**src/rtl/reg8_access_arbiter_pkg.sv**
```systemverilog
// Shared types for the reg8 access arbiter:
// command and FSM state encodings.
package reg8_access_arbiter_pkg;

  typedef enum logic [1:0] {
    CMD_LOAD   = 2'b00,
    CMD_PRESET = 2'b01,
    CMD_CLEAR  = 2'b10,
    CMD_NOP    = 2'b11
  } cmd_e;

  typedef enum logic [1:0] {
    ST_IDLE = 2'b00,
    ST_EXEC = 2'b01,
    ST_HOLD = 2'b10
  } state_e;

endpackage

```
**src/rtl/reg8_access_arbiter_if.sv**
```systemverilog
// Requester-side bus of the reg8 access arbiter:
// req/cmd/wdata in, register and status out.
interface reg8_access_arbiter_if #(
  parameter int N_REQ = 4,
  parameter int WIDTH = 8,
  parameter int CNT_W = 8
);
  localparam int IDW = (N_REQ > 1) ? $clog2(N_REQ) : 1;

  logic [N_REQ-1:0]       req;
  logic [2*N_REQ-1:0]     cmd;
  logic [WIDTH*N_REQ-1:0] wdata;
  logic [WIDTH-1:0]       q;
  logic [N_REQ-1:0]       gnt;
  logic [N_REQ-1:0]       ack;
  logic                   busy;
  logic [IDW-1:0]         last_id;
  logic [CNT_W-1:0]       xact_cnt;

  modport master (
    output req, cmd, wdata,
    input  q, gnt, ack, busy,
    input  last_id, xact_cnt
  );

  modport slave (
    input  req, cmd, wdata,
    output q, gnt, ack, busy,
    output last_id, xact_cnt
  );
endinterface

```
**src/rtl/reg8_access_arbiter_rr_arbiter.sv**
```systemverilog
// Combinational round-robin pick: first set req
// searching upward from ptr+1, wrapping mod N_REQ.
module reg8_access_arbiter_rr_arbiter #(
  parameter int N_REQ = 4,
  parameter int IDW   = 2
) (
  input  logic [N_REQ-1:0] req,
  input  logic [IDW-1:0]   ptr,
  output logic             valid,
  output logic [IDW-1:0]   win
);

  int          idx;
  logic [IDW-1:0] ix;

  // Walk farthest-first so the nearest match wins.
  always_comb begin
    valid = 1'b0;
    win   = '0;
    idx   = 0;
    ix    = '0;
    for (int i = N_REQ; i >= 1; i--) begin
      idx = (int'(ptr) + i) % N_REQ;
      ix  = IDW'(idx);
      if (req[ix]) begin
        valid = 1'b1;
        win   = ix;
      end
    end
  end

endmodule

```
**src/rtl/reg8_access_arbiter.sv**
```systemverilog
// Round-robin access controller for one shared
// register: grant, apply command, 4-phase ack.
module reg8_access_arbiter #(
  parameter int N_REQ = 4,
  parameter int WIDTH = 8,
  parameter int CNT_W = 8
) (
  input  logic                 clk,
  input  logic                 rst,
  reg8_access_arbiter_if.slave bus
);
  import reg8_access_arbiter_pkg::*;

  localparam int IDW = (N_REQ > 1) ? $clog2(N_REQ) : 1;
  localparam logic [IDW-1:0] LAST = IDW'(N_REQ - 1);

  state_e           state_q, state_d;
  logic [IDW-1:0]   ptr_q, ptr_d;
  logic [IDW-1:0]   id_q, id_d;
  cmd_e             cmd_q, cmd_d;
  logic [WIDTH-1:0] data_q, data_d;
  logic [WIDTH-1:0] q_q, q_d;
  logic [N_REQ-1:0] gnt_q, gnt_d;
  logic [N_REQ-1:0] ack_q, ack_d;
  logic [IDW-1:0]   last_q, last_d;
  logic [CNT_W-1:0] cnt_q, cnt_d;

  logic             win_vld;
  logic [IDW-1:0]   win;
  logic [1:0]       sel_cmd;
  logic [WIDTH-1:0] sel_data;

  reg8_access_arbiter_rr_arbiter #(
    .N_REQ (N_REQ),
    .IDW   (IDW)
  ) u_rr (
    .req   (bus.req),
    .ptr   (ptr_q),
    .valid (win_vld),
    .win   (win)
  );

  always_comb begin
    sel_cmd  = '0;
    sel_data = '0;
    for (int i = 0; i < N_REQ; i++) begin
      if (IDW'(i) == win) begin
        sel_cmd  = bus.cmd[2*i +: 2];
        sel_data = bus.wdata[WIDTH*i +: WIDTH];
      end
    end
  end

  always_comb begin
    state_d = state_q;
    ptr_d   = ptr_q;
    id_d    = id_q;
    cmd_d   = cmd_q;
    data_d  = data_q;
    q_d     = q_q;
    gnt_d   = '0;
    ack_d   = '0;
    last_d  = last_q;
    cnt_d   = cnt_q;
    unique case (state_q)
      ST_IDLE: begin
        if (win_vld) begin
          id_d    = win;
          cmd_d   = cmd_e'(sel_cmd);
          data_d  = sel_data;
          gnt_d   = N_REQ'(1) << win;
          state_d = ST_EXEC;
        end
      end
      ST_EXEC: begin
        unique case (1'b1)
          cmd_q == CMD_LOAD:   q_d = data_q;
          cmd_q == CMD_PRESET: q_d = '1;
          cmd_q == CMD_CLEAR:  q_d = '0;
          cmd_q == CMD_NOP:    q_d = q_q;
        endcase
        ack_d   = N_REQ'(1) << id_q;
        ptr_d   = id_q;
        last_d  = id_q;
        cnt_d   = cnt_q + CNT_W'(1);
        state_d = ST_HOLD;
      end
      ST_HOLD: begin
        if (!bus.req[id_q]) state_d = ST_IDLE;
      end
      default: state_d = ST_IDLE;
    endcase
  end

  always_ff @(posedge clk) begin
    if (rst) begin
      state_q <= ST_IDLE;
      ptr_q   <= LAST;
      id_q    <= '0;
      cmd_q   <= CMD_NOP;
      data_q  <= '0;
      q_q     <= '0;
      gnt_q   <= '0;
      ack_q   <= '0;
      last_q  <= LAST;
      cnt_q   <= '0;
    end else begin
      state_q <= state_d;
      ptr_q   <= ptr_d;
      id_q    <= id_d;
      cmd_q   <= cmd_d;
      data_q  <= data_d;
      q_q     <= q_d;
      gnt_q   <= gnt_d;
      ack_q   <= ack_d;
      last_q  <= last_d;
      cnt_q   <= cnt_d;
    end
  end

  assign bus.q        = q_q;
  assign bus.gnt      = gnt_q;
  assign bus.ack      = ack_q;
  assign bus.busy     = (state_q != ST_IDLE);
  assign bus.last_id  = last_q;
  assign bus.xact_cnt = cnt_q;

endmodule

```
**src/flat_wrapper.sv**
```systemverilog
// flat-port wrapper written by rule: the top's interface ports become plain ports
module reg8_access_arbiter_flat import reg8_access_arbiter_pkg::*;
#(
  parameter int N_REQ = 4,
  parameter int WIDTH = 8,
  parameter int CNT_W = 8
)
  (clk, rst, bus_req, bus_cmd, bus_wdata, bus_q, bus_gnt, bus_ack, bus_busy, bus_last_id, bus_xact_cnt);
  reg8_access_arbiter_if #(.N_REQ(N_REQ), .WIDTH(WIDTH), .CNT_W(CNT_W)) bus_i ();
  input  logic clk;
  input  logic rst;
  input wire logic [$bits(bus_i.req)-1:0] bus_req;
  input wire logic [$bits(bus_i.cmd)-1:0] bus_cmd;
  input wire logic [$bits(bus_i.wdata)-1:0] bus_wdata;
  output wire logic [$bits(bus_i.q)-1:0] bus_q;
  output wire logic [$bits(bus_i.gnt)-1:0] bus_gnt;
  output wire logic [$bits(bus_i.ack)-1:0] bus_ack;
  output wire logic [$bits(bus_i.busy)-1:0] bus_busy;
  output wire logic [$bits(bus_i.last_id)-1:0] bus_last_id;
  output wire logic [$bits(bus_i.xact_cnt)-1:0] bus_xact_cnt;
  assign bus_i.req = bus_req;
  assign bus_i.cmd = bus_cmd;
  assign bus_i.wdata = bus_wdata;
  assign bus_q = bus_i.q;
  assign bus_gnt = bus_i.gnt;
  assign bus_ack = bus_i.ack;
  assign bus_busy = bus_i.busy;
  assign bus_last_id = bus_i.last_id;
  assign bus_xact_cnt = bus_i.xact_cnt;
  reg8_access_arbiter #(.N_REQ(N_REQ), .WIDTH(WIDTH), .CNT_W(CNT_W)) u_core (.clk(clk), .rst(rst), .bus(bus_i));
endmodule
```
**config.mk**
```make
export PLATFORM = sky130hd
export DESIGN_NAME = reg8_access_arbiter_flat
export DESIGN_NICKNAME = d
export VERILOG_FILES = /design/src/rtl/reg8_access_arbiter_pkg.sv /design/src/rtl/reg8_access_arbiter_if.sv /design/src/rtl/reg8_access_arbiter_rr_arbiter.sv /design/src/rtl/reg8_access_arbiter.sv /design/src/flat_wrapper.sv
export SDC_FILE = /design/constraint.sdc
export NUM_CORES = 1
export LEC_CHECK = 0
export CAP_MARGIN = 10
export CELL_PAD_IN_SITES_DETAIL_PLACEMENT = 0
export CELL_PAD_IN_SITES_GLOBAL_PLACEMENT = 1
export CORE_ASPECT_RATIO = 1.75
export CORE_MARGIN = 1
export CORE_UTILIZATION = 34
export DETAILED_ROUTE_END_ITERATION = 8
export PLACE_DENSITY = 0.93
export REMOVE_ABC_BUFFERS = 1
export SYNTH_ARGS = -nofsm -noshare
export SYNTH_HDL_FRONTEND = slang
export SYNTH_HIERARCHICAL = 1
export SYNTH_SLANG_ARGS = --single-unit
export TNS_END_PERCENT = 50
```
**constraint.sdc**
```tcl
create_clock -name clk -period 3.6 [get_ports clk]
set_input_delay 0.72 -clock clk [delete_from_list [all_inputs] [get_ports clk]]
set_output_delay 0.72 -clock clk [all_outputs]
set_load 0.005 [all_outputs]
```
==> impl_summary.txt <==
----------------------------------------------------
[Clock network]
  Clock root buffer ... sky130_fd_sc_hd__clkbuf_8
  PostCTS Resize Cnt ... 0
  Clock tree buffer depth ... 2
  Buffer count from post-CTS setup fixing ... 0
  Total clock sinks ... 40
  Number of H-tree levels ... 2
  Clock-pin slew on the worst setup and hold paths ... around 0.080 ns
  CTS tree ... yes
  Number of CTS-inserted buffers ... 5
  Count of hold-fix buffers inserted at cts ... 0
  Clk Latency, worst-skew pair ... about 0.29 ns

[Setup path]
  Critical R2R Capture ... u_core/data_q[1]
  R2R depth ... 7
  Origin of the critical flop-to-flop path ... u_core/bus.last_id[1]
  Setup crit end kind ... flip-flop
  Kind of critical path ... in2reg
  Data required time at the worst endpoint ... approximately 3.7 ns
  Signal arrival time at the worst endpoint ... about 2.6 ns
  Highest fanout seen on the critical path ... 15
  FF-to-FF setup slack ... around 1.6 ns
  Startpoint kind of the worst setup timing path ... input port

[Hold path]
  Path category of the worst min-delay check ... reg2reg
  End point of the most critical hold path ... u_core/data_q[6]
  Source of the worst hold timing path ... u_core/data_q[6]
  Count of cells along the worst hold path ... 2

[Yosys]
  Dominant cells by area after synthesis ... sky130_fd_sc_hd__dfxtp_1 43%, sky130_fd_sc_hd__mux4_2 13%, sky130_fd_sc_hd__a21oi_1 7.5%
  Synth Register Bits ... 40
  Portion of the post-synthesis area used by sequential elements ... 42.7%
  Share of synthesized flip-flops with an asynchronous set or reset ... 0%
  Mean cell area of the mapped netlist ... around 9.7 sq um
  EDFF count, synth ... 0
  Ys flop type ... sky130_fd_sc_hd__dfxtp_1
  Cell Area, Synth ... 0.00187 sq mm
  Count of different cell masters after synthesis ... 39
  Cell type contributing the most total cell area after synthesis ... sky130_fd_sc_hd__dfxtp_1
  Fraction of post-synthesis cell area in the top cell type by area ... 42.7%
  Synth Warn # ... 6
  Post-Syn Instances ... 194

[Timing]
  Minimum period implied by the final worst setup slack ... 2.48 ns
  Maximum clock frequency ... 404 MHz
  Worst max-slew margin expressed relative to the limit ... around two fifths
  Number of max-slew violations in the final report ... 0
  Final clock period utilization by the worst path ... between 60% and 70%
  Largest clock skew in the final design ... roughly 0.0055 ns
  Sum of negative setup slack ... 0 ns
  Hold Vio Cnt, Final ... 0
  Worst-case setup margin in the final layout ... roughly 1.1 ns
  Unrepaired setup endpoints after global routing ... no
  Actual slew at the worst max-slew pin ... between 0.9 and 1 ns
  Setup violation total in the final timing report ... 0

[Placement]
  Total half-perimeter wirelength after legalization and detailed placement ... about 3400 microns
  Post-place instance area ... 0.00263 sq mm
  Number of port buffers ... about 70
  Placer Congestion ... approximately 0.76
  Pre-CTS worst setup slack ... 0.803 ns

[Routing]
  Average vias per placed instance ... between 4 and 5
  Detail Route Antenna Nets ... 0
  Initial drt markers ... 29
  Total Wirelength ... ~4400 microns
  Remaining design rule violation count ... 0
  Count of vias placed by the detailed router ... ~1700
  Routed wirelength normalized by instance count ... 13.0 microns
  Number of search-and-repair iterations in the first detailed-routing pass ... 7

[Final layout]
  Most frequent standard cell in the layout excluding fill and tap cells ... sky130_fd_sc_hd__clkdlybuf4s50_1
  Layout overhead on the synthesized area ... 45.5%
  Fraction of final layout cells sized beyond drive strength 1 ... 10.6%
  Most frequent cells in the layout ... 72 x sky130_fd_sc_hd__clkdlybuf4s50_1, 40 x sky130_fd_sc_hd__dfxtp_1, 28 x sky130_fd_sc_hd__a21oi_1
  Antenna cells ... 0
  Net count reported at finish ... around 310
  Final core utilization ... between 50% and 60%
  Summed area of non-filler cells in the final layout ... 0.00273 sq mm

[Floorplanning]
  Initial cell density of the core ... a little over a third
  Floorplan die height ... 100 microns
  Die area ... slightly below 0.006 sq mm
  Core region area ... 0.00530 sq mm
  Total number of placement rows ... 35
  Die Span X ... between 50 and 60 microns
  I/O pins ... 73

[Global routing]
  Initial antenna violation count ... 0
  Vias in the first global route ... 1664
  Wire length of the first global-routing pass ... a little over 7000 microns
  GRT Overall Usage ... 16.2%
  Gr ovfl total ... 0
  Maximum number of pins on one net before global-route repair ... 26

[Power]
  Tot Pwr ... ~1.1 mW
  Power per cell area ... slightly above 400 mW/mm^2
  Leakage component of the power ... a little under 1 nW
  Worst vdd rail ir drop ... ~0.23 mV

[Run]
  Number of maximum-capacitance constraint violations ... 0

[Outcome]
  Run status ... finished, final reports clean

----------------------------------------------------
cell usage after synthesis (2+ instances only):
cell and number:
sky130_fd_sc_hd__clkbuf_1 4, sky130_fd_sc_hd__buf_6 3, sky130_fd_sc_hd__nor4_1 3, sky130_fd_sc_hd__ha_1 3, sky130_fd_sc_hd__dfxtp_1 40, sky130_fd_sc_hd__mux2i_1 2
sky130_fd_sc_hd__a211o_1 2, sky130_fd_sc_hd__nand2_1 26, sky130_fd_sc_hd__mux4_2 11, sky130_fd_sc_hd__or3_1 4, sky130_fd_sc_hd__a21oi_1 28, sky130_fd_sc_hd__buf_1 2
sky130_fd_sc_hd__o21ai_0 4, sky130_fd_sc_hd__nand3b_1 2, sky130_fd_sc_hd__a211oi_1 8, sky130_fd_sc_hd__inv_1 6, sky130_fd_sc_hd__buf_2 4, sky130_fd_sc_hd__nand2b_1 4
sky130_fd_sc_hd__nor2_1 16, sky130_fd_sc_hd__nor4b_1 3
how the worst max path moves through the flow:
stage,from,to,slack [ns],cells past startpoint
after floorplan,bus_req[2],u_core/data_q[0],1.16,6
final,bus_req[3],u_core/data_q[1],1.12,8
after global placement,bus_req[3],u_core/data_q[1],0.86,8
after global routing,bus_req[2],u_core/data_q[1],1.0,8
after detailed placement,bus_req[3],u_core/data_q[1],0.80,8
after CTS,bus_req[3],u_core/data_q[1],1.11,8
cell type report:
cell class                 count  area, sq um
multi-input combinational    134          967
clock inverter                 2         10.0
inverter                       6         22.5
timing repair buffer          76          751
fill                         519         2570
tap                           74         92.6
sequential                    40          801
clock buffer                   6         82.6
power by group:
group / total, mW / switching (mW) / leakage [nW] / internal (mW)
Sequential: 0.519 / 0.0344 / 0.327 / 0.485
Combinational: 0.305 / 0.127 / 0.591 / 0.178
Clock: 0.302 / 0.149 / 0.0510 / 0.153
Total: 1.13 / 0.311 / 0.970 / 0.815
flip-flops by register name, indices dropped and copies added, names as in the netlist:
signal,flops
u_core/bus.q,8
u_core/bus.xact_cnt,8
u_core/data_q,8
u_core/bus.ack,4
u_core/bus.gnt,4
u_core/bus.last_id,2
u_core/cmd_q,2
u_core/id_q,2
u_core/state_q,2
layer usage:
metal | track usage (%) | wire length (microns) | vias up
li1 | - | - | 835
met1 | 17.0 | 1650 | 753
met2 | 29.0 | 2420 | 57
met3 | 2.96 | 186 | 9
met4 | 9.71 | 130 | 0
met5 | 0 | 0 | -
cells by family (layout without fill, tap and decap cells):
logic type               count (synthesis)  count (layout)  share of synthesized area, %
AO/OA/AOI/OAI                           46              46                          14.7
XOR/XNOR                                 2               2                         0.935
adder cells (fa/ha/maj)                  3               3                          2.00
buffers and inverters                   20              90                          5.67
flip-flops                              40              40                          42.7
multiplexers                            13              13                          14.3
AND/OR/NAND/NOR                         70              70                          19.7
stage by stage:
| stage | cells | hold WS (ns) |
|---|---|---|
| 2_1_floorplan | 180 | 0.431 |
| 4_1_cts | 338 | 0.458 |
| 3_3_place_gp | 330 | 0.446 |
| 3_5_place_dp | 330 | 0.447 |
| 5_1_grt | 338 | 0.494 |
| 6_report | 338 | 0.460 |
worst max-delay path, cell delays in order:
cell and delay, ns:
sky130_fd_sc_hd__clkdlybuf4s50_1 0.53, sky130_fd_sc_hd__and2b_1 0.18, sky130_fd_sc_hd__a21oi_2 0.05, sky130_fd_sc_hd__o221ai_2 0.16, sky130_fd_sc_hd__buf_4 0.28, sky130_fd_sc_hd__mux4_2 0.54
sky130_fd_sc_hd__nand2_1 0.10, sky130_fd_sc_hd__a21oi_1 0.06
Note: power is estimated with default switching activity, not from simulation.
